===== src/rtl/alu_issue_if.sv =====
// Handshake bundle between register-file read, the ALU issue stage and the ALU.
// The slave modport is the issue stage; master is the upstream/downstream environment.
interface alu_issue_if #(
  parameter int unsigned XLEN = 32
);
  logic            in_valid;
  logic            in_ready;
  logic [31:0]     instr;
  logic [XLEN-1:0] pc;
  logic [XLEN-1:0] rs1_data;
  logic [XLEN-1:0] rs2_data;
  logic            flush;
  logic            out_valid;
  logic            out_ready;
  logic [XLEN-1:0] alu_a;
  logic [XLEN-1:0] alu_b;
  logic [3:0]      alu_op;
  logic [4:0]      rd;
  logic            rd_we;
  logic            illegal;

  modport slave (
    input  in_valid, instr, pc, rs1_data, rs2_data, flush, out_ready,
    output in_ready, out_valid, alu_a, alu_b, alu_op, rd, rd_we, illegal
  );

  modport master (
    output in_valid, instr, pc, rs1_data, rs2_data, flush, out_ready,
    input  in_ready, out_valid, alu_a, alu_b, alu_op, rd, rd_we, illegal
  );
endinterface


===== src/rtl/alu_issue.sv =====
// RV32I issue stage: decodes OP/OP-IMM/LUI/AUIPC into ALU operands and alu_op,
// then buffers the result behind a registered valid/ready port with a 2-entry skid.
module alu_issue #(
  parameter int unsigned XLEN = 32
) (
  input  logic        clk,
  input  logic        rst,
  alu_issue_if.slave  bus
);

  typedef struct packed {
    logic [XLEN-1:0] a;
    logic [XLEN-1:0] b;
    logic [3:0]      op;
    logic [4:0]      rd;
    logic            rd_we;
    logic            illegal;
  } beat_t;

  typedef enum logic [1:0] {StEmpty, StOne, StTwo} state_e;

  localparam logic [6:0] OpcOp    = 7'b0110011;
  localparam logic [6:0] OpcOpImm = 7'b0010011;
  localparam logic [6:0] OpcLui   = 7'b0110111;
  localparam logic [6:0] OpcAuipc = 7'b0010111;

  logic [6:0] opcode;
  logic [2:0] funct3;
  logic [6:0] funct7;
  logic       legal;
  beat_t      dec;

  assign opcode = bus.instr[6:0];
  assign funct3 = bus.instr[14:12];
  assign funct7 = bus.instr[31:25];

  always_comb begin
    dec   = '0;
    legal = 1'b0;
    case (opcode)
      OpcOp: begin
        legal  = (funct7 == 7'h00) ||
                 ((funct7 == 7'h20) && ((funct3 == 3'd0) || (funct3 == 3'd5)));
        dec.a  = bus.rs1_data;
        dec.b  = bus.rs2_data;
        dec.op = {funct7[5], funct3};
      end
      OpcOpImm: begin
        case (funct3)
          3'd1:    legal = (funct7 == 7'h00);
          3'd5:    legal = (funct7 == 7'h00) || (funct7 == 7'h20);
          default: legal = 1'b1;
        endcase
        dec.a  = bus.rs1_data;
        dec.b  = {{(XLEN-12){bus.instr[31]}}, bus.instr[31:20]};
        // Only shifts carry a meaningful instr[30]; for ADDI etc. it is immediate data.
        dec.op = {(funct3 == 3'd5) & bus.instr[30], funct3};
      end
      OpcLui: begin
        legal = 1'b1;
        dec.b = {bus.instr[31:12], 12'b0};
      end
      OpcAuipc: begin
        legal = 1'b1;
        dec.a = bus.pc;
        dec.b = {bus.instr[31:12], 12'b0};
      end
      default: legal = 1'b0;
    endcase

    if (legal) begin
      dec.rd    = bus.instr[11:7];
      dec.rd_we = (bus.instr[11:7] != 5'd0);
    end else begin
      dec         = '0;
      dec.illegal = 1'b1;
    end
  end

  state_e state_q, state_d;
  beat_t  main_q, main_d;
  beat_t  skid_q, skid_d;
  logic   in_ready_q, in_ready_d;
  logic   accept;

  assign accept = bus.in_valid & in_ready_q & ~bus.flush;

  always_comb begin
    state_d = state_q;
    main_d  = main_q;
    skid_d  = skid_q;
    if (bus.flush) begin
      state_d = StEmpty;
    end else begin
      unique case (state_q)
        StEmpty: begin
          if (accept) begin
            main_d  = dec;
            state_d = StOne;
          end
        end
        StOne: begin
          if (accept && bus.out_ready) begin
            main_d = dec;
          end else if (accept) begin
            skid_d  = dec;
            state_d = StTwo;
          end else if (bus.out_ready) begin
            state_d = StEmpty;
          end
        end
        StTwo: begin
          if (bus.out_ready) begin
            main_d  = skid_q;
            state_d = StOne;
          end
        end
        default: state_d = StEmpty;
      endcase
    end
  end

  // Registered ready: open whenever the skid entry will be free next cycle.
  assign in_ready_d = (state_d != StTwo);

  always_ff @(posedge clk or posedge rst) begin
    if (rst) begin
      state_q    <= StEmpty;
      main_q     <= '0;
      skid_q     <= '0;
      in_ready_q <= 1'b1;
    end else begin
      state_q    <= state_d;
      main_q     <= main_d;
      skid_q     <= skid_d;
      in_ready_q <= in_ready_d;
    end
  end

  assign bus.in_ready  = in_ready_q;
  assign bus.out_valid = (state_q != StEmpty);
  assign bus.alu_a     = main_q.a;
  assign bus.alu_b     = main_q.b;
  assign bus.alu_op    = main_q.op;
  assign bus.rd        = main_q.rd;
  assign bus.rd_we     = main_q.rd_we;
  assign bus.illegal   = main_q.illegal;

endmodule

===== src/flat_wrapper.sv =====
// flat-port wrapper written by rule: the top's interface ports become plain ports
module alu_issue_flat 
#(
  parameter int unsigned XLEN = 32
)
  (clk, rst, bus_in_valid, bus_instr, bus_pc, bus_rs1_data, bus_rs2_data, bus_flush, bus_out_ready, bus_in_ready, bus_out_valid, bus_alu_a, bus_alu_b, bus_alu_op, bus_rd, bus_rd_we, bus_illegal);
  alu_issue_if #(.XLEN(XLEN)) bus_i ();
  input  logic clk;
  input  logic rst;
  input wire logic [$bits(bus_i.in_valid)-1:0] bus_in_valid;
  input wire logic [$bits(bus_i.instr)-1:0] bus_instr;
  input wire logic [$bits(bus_i.pc)-1:0] bus_pc;
  input wire logic [$bits(bus_i.rs1_data)-1:0] bus_rs1_data;
  input wire logic [$bits(bus_i.rs2_data)-1:0] bus_rs2_data;
  input wire logic [$bits(bus_i.flush)-1:0] bus_flush;
  input wire logic [$bits(bus_i.out_ready)-1:0] bus_out_ready;
  output wire logic [$bits(bus_i.in_ready)-1:0] bus_in_ready;
  output wire logic [$bits(bus_i.out_valid)-1:0] bus_out_valid;
  output wire logic [$bits(bus_i.alu_a)-1:0] bus_alu_a;
  output wire logic [$bits(bus_i.alu_b)-1:0] bus_alu_b;
  output wire logic [$bits(bus_i.alu_op)-1:0] bus_alu_op;
  output wire logic [$bits(bus_i.rd)-1:0] bus_rd;
  output wire logic [$bits(bus_i.rd_we)-1:0] bus_rd_we;
  output wire logic [$bits(bus_i.illegal)-1:0] bus_illegal;
  assign bus_i.in_valid = bus_in_valid;
  assign bus_i.instr = bus_instr;
  assign bus_i.pc = bus_pc;
  assign bus_i.rs1_data = bus_rs1_data;
  assign bus_i.rs2_data = bus_rs2_data;
  assign bus_i.flush = bus_flush;
  assign bus_i.out_ready = bus_out_ready;
  assign bus_in_ready = bus_i.in_ready;
  assign bus_out_valid = bus_i.out_valid;
  assign bus_alu_a = bus_i.alu_a;
  assign bus_alu_b = bus_i.alu_b;
  assign bus_alu_op = bus_i.alu_op;
  assign bus_rd = bus_i.rd;
  assign bus_rd_we = bus_i.rd_we;
  assign bus_illegal = bus_i.illegal;
  alu_issue #(.XLEN(XLEN)) u_core (.clk(clk), .rst(rst), .bus(bus_i));
endmodule

===== config.mk =====
export PLATFORM = sky130hd
export DESIGN_NAME = alu_issue_flat
export DESIGN_NICKNAME = d
export VERILOG_FILES = /design/src/rtl/alu_issue_if.sv /design/src/rtl/alu_issue.sv /design/src/flat_wrapper.sv
export SDC_FILE = /design/constraint.sdc
export NUM_CORES = 1
export LEC_CHECK = 0
export ABC_CLOCK_PERIOD_IN_PS = 9700
export BUFFER_PORTS_ARGS = -buffer_cell sky130_fd_sc_hd__buf_2
export CORE_UTILIZATION = 35
export CTS_CLUSTER_DIAMETER = 150
export DETAILED_ROUTE_END_ITERATION = 6
export HOLD_SLACK_MARGIN = 0.03
export PLACE_DENSITY = 0.57
export RECOVER_POWER = 100
export SLEW_MARGIN = 40
export SYNTH_ARGS = -nofsm -noshare
export SYNTH_HDL_FRONTEND = slang
export SYNTH_SLANG_ARGS = --single-unit

===== constraint.sdc =====
create_clock -name clk -period 9.7 [get_ports clk]
set_input_delay 1.94 -clock clk [delete_from_list [all_inputs] [get_ports clk]]
set_output_delay 1.94 -clock clk [all_outputs]
set_load 0.01 [all_outputs]

==> impl_metrics.py <==
metrics = {
    "timing": {
        "max_freq_ghz": 0.186,
        "relSlewSlack_pct": -131,
        "tightest_slew_ps": 3460,
        "setup_viol": 0,
        "rsz0062_at_grt": "no",
        "fin_crit_sh_pct": 55.4,
        "hold_violations": 0,
        "fin_crit_ps": 5380,
        "slew_viol_final": 101,
        "worst_slack_ps": 4320,
        "fin_worst_skew_ps": 10.0,
        "totalNegativeSetupSlack_ps": 0,
    },
    "floorplanning": {
        "fp.dieH_um": 152,
        "std_cell_rows": 54,
        "die_x_um": 152,
        "dieArea_mm2": 0.0230,
        "start_util_pct": 35.8,
        "ios": 210,
        "coreArea_mm2": 0.0219,
    },
    "worst_setup_path": {
        "critical_path_buf_inv_count": 3,
        "worstSetupPathType": "in -> async",
        "path_common_cell": "clkbuf_1",
        "reg2regPathDepth": 5,
        "rrSetupSlack_ps": 6820,
        "crit_cells": 3,
        "endpoint_kind": "asynchronous set/reset pin",
        "path_delay_family": "buffers and inverters",
        "critPathArrivalTime_ps": 5110,
        "crit_required_ps": 9430,
        "crit_chain": "clkbuf_1, clkinvlp_2, clkbuf_1",
        "slowest_delay_ps": 2480,
        "path_max_fanout": 60,
        "startpoint_type": "primary input",
        "slowest_stage": "clkbuf_1",
    },
    "finish": {
        "syn2layout_area_growth_pct": 21.6,
        "nets": 1220,
        "drive_gt1_share_pct": 17.9,
        "antennaDiodeCount": 0,
    },
    "place": {
        "gp_congestion": 0.813,
        "portBuffers": 209,
        "hpwl_um": 15000,
        "post-place-ws_ps": 5420,
    },
    "route": {
        "first_iter_violations": 451,
        "drc": 0,
        "ant_nets": 0,
        "dr.pass1.iters": 5,
        "via_per_inst": 5.26,
        "drt_wl_total_um": 24200,
        "routed-via-count": 7254,
        "wl_per_cell_um": 17.5,
    },
    "synthesis": {
        "yosysTopAreaCell": "dfrtp_1",
        "synth_ff_type": "dfrtp_1",
        "yosysUniqueCellTypes": 42,
        "synth_edf_count": 0,
        "synth_most_common_cell": "nand2_1",
        "synth-async-reset-ratio_pct": 100,
        "ys_warn_count": 0,
        "synth.top_cell.area_share_pct": 48.6,
        "syn_nets": 1060,
        "synth_area_mm2": 0.00783,
        "synthCells": 927,
        "ys_seq_elements": 153,
        "synth_top_cells_by_area": "dfrtp_1, nand2_1, a21oi_1",
        "ys_seq_area_share_pct": 48.9,
        "synth_commonest_cells": "nand2_1, dfrtp_1, a21oi_1, o21ai_0, clkbuf_1",
        "syn_avg_cell_area_um2": 8.45,
    },
    "global_routing": {
        "grt_max_degree": 113,
        "grt_usage_pct": 21.1,
        "grt_pass1_vias": 6858,
        "antenna_found_initial": 0,
        "grt_pass1_wl_um": 37300,
        "use_met3_pct": 3.47,
        "grt.busiest_layer": "met2",
        "grt.overflow.total": 0,
        "use_met2_pct": 33.5,
        "met1_usage_pct": 29.4,
    },
    "flow_run": {
        "cap_violations": 2,
    },
    "min_path": {
        "hold_depth": 2,
        "hold_class": "reg -> reg",
    },
    "clock_tree": {
        "cts_root_buf": "clkbuf_16",
        "cts_sinks": 153,
        "cts_resized": 0,
        "cts_tree": "built",
        "clk_pin_slew_worst_paths_ps": 50,
        "cts_htree_levels": 4,
        "cts_inserted_buffers": 17,
        "clockBufferDepth": 2,
        "post-cts-setup-buffers": 0,
        "clk_latency_ps": 420,
        "hold_buffers": 0,
    },
    "pwr": {
        "max-vdd-ir-drop_v": 0.0000751,
        "p_per_area_mw_per_mm2": 157,
        "cellLeakagePower_nw": 4.23,
        "power_mw": 1.49,
    },
    "outcome": {
        "status": "finished with violations",
        "violations": "capacitance limit, slew limit",
    },
}
## registers in the layout (all words and copies together), names as in the netlist
register,flops
u_core.bus.alu_a,32
u_core.bus.rd_we,1
u_core.skid_q,75
u_core.bus.alu_op,4
u_core.bus.rd,5
u_core.bus.in_ready,1
u_core.bus.illegal,1
u_core.state_q,2
u_core.bus.alu_b,32
## worst reg2reg max path, stage by stage, from the launching register on
cell	delay [ps]
dfstp_2	540
nand2_1	150
or4_2	630
buf_4	370
nor4_1	920
a211oi_1	90
## routing by layer
metal  wire, µm  part of all wire [%]
met5          0                     0
met4        375                   1.6
met3       1360                   5.6
met2      11100                    46
met1      11400                    47
## metrics by stage
stage | area, µm² | util, % | hold slack, ps | cells
5_1_grt | 9520 | 43.5 | 498 | 1380
3_5_place_dp | 9070 | 41.4 | 466 | 1347
2_1_floorplan | 7830 | - | 448 | 927
3_3_place_gp | 9010 | 41.2 | 461 | 1345
4_1_cts | 9670 | 44.2 | 479 | 1379
6_report | 9520 | 43.5 | 475 | 1380
## path summary, 6_finish.rpt
| kind | startpoint | end |
|---|---|---|
| hold reg to reg | u_core.skid_q[55]$_DFFE_PP0P_ | u_core.skid_q[55]$_DFFE_PP0P_ |
| max in group clk | bus_instr[3] | u_core.skid_q[13]$_DFFE_PP0P_ |
| setup reg to reg | u_core.bus.in_ready$_DFF_PP1_ | u_core.bus.rd[0]$_DFFE_PP0P_ |
| min in group asynchronous | rst | u_core.bus.alu_b[6]$_DFFE_PP0P_ |
| setup / recovery | rst | u_core.bus.alu_b[25]$_DFFE_PP0P_ |
| hold / removal | u_core.skid_q[55]$_DFFE_PP0P_ | u_core.skid_q[55]$_DFFE_PP0P_ |
## layout make-up
type / count / area [µm²]
Clock buffer: 25 / 505
Tap cell: 280 / 350
Sequential cell: 153 / 3830
Timing Repair Buffer: 226 / 1090
Inverter: 5 / 20.0
Fill cell: 2301 / 12400
Clock inverter: 7 / 88.8
Multi-Input combinational cell: 684 / 3630
## where the power goes
group / switching (mW) / internal [mW] / leakage (nW)
registers: 0.00987 / 0.655 / 2.10
logic: 0.101 / 0.0593 / 1.84
clock network: 0.256 / 0.412 / 0.297
## cells in the final DEF, fill, tap and decap left out, types with 2 or more instances in the layout
cell	instances
mux2_2	13
o31ai_1	56
a211o_1	4
a21oi_1	116
bufinv_16	2
nand2b_1	2
inv_1	4
and3_1	54
nor2b_1	35
nand2_1	194
clkinv_2	4
buf_4	9
dfrtp_1	152
nor2_1	59
clkbuf_8	6
o22ai_1	12
clkbuf_1	86
nor4_1	3
a211oi_1	8
o211ai_1	4
o21ai_0	89
clkbuf_16	17
nand3_1	6
mux2i_1	6
buf_6	2
buf_2	130
## logic make-up (layout without fill, tap and decap cells)
group	after synthesis	after routing	synth area share, %
xor+xnor	1	1	0.112
compound gates	294	294	21.5
flops	153	153	48.9
simple gates	370	370	22.0
buf+inv	90	263	4.83
mux	19	19	2.64
Power figures use the tool's default switching activity.
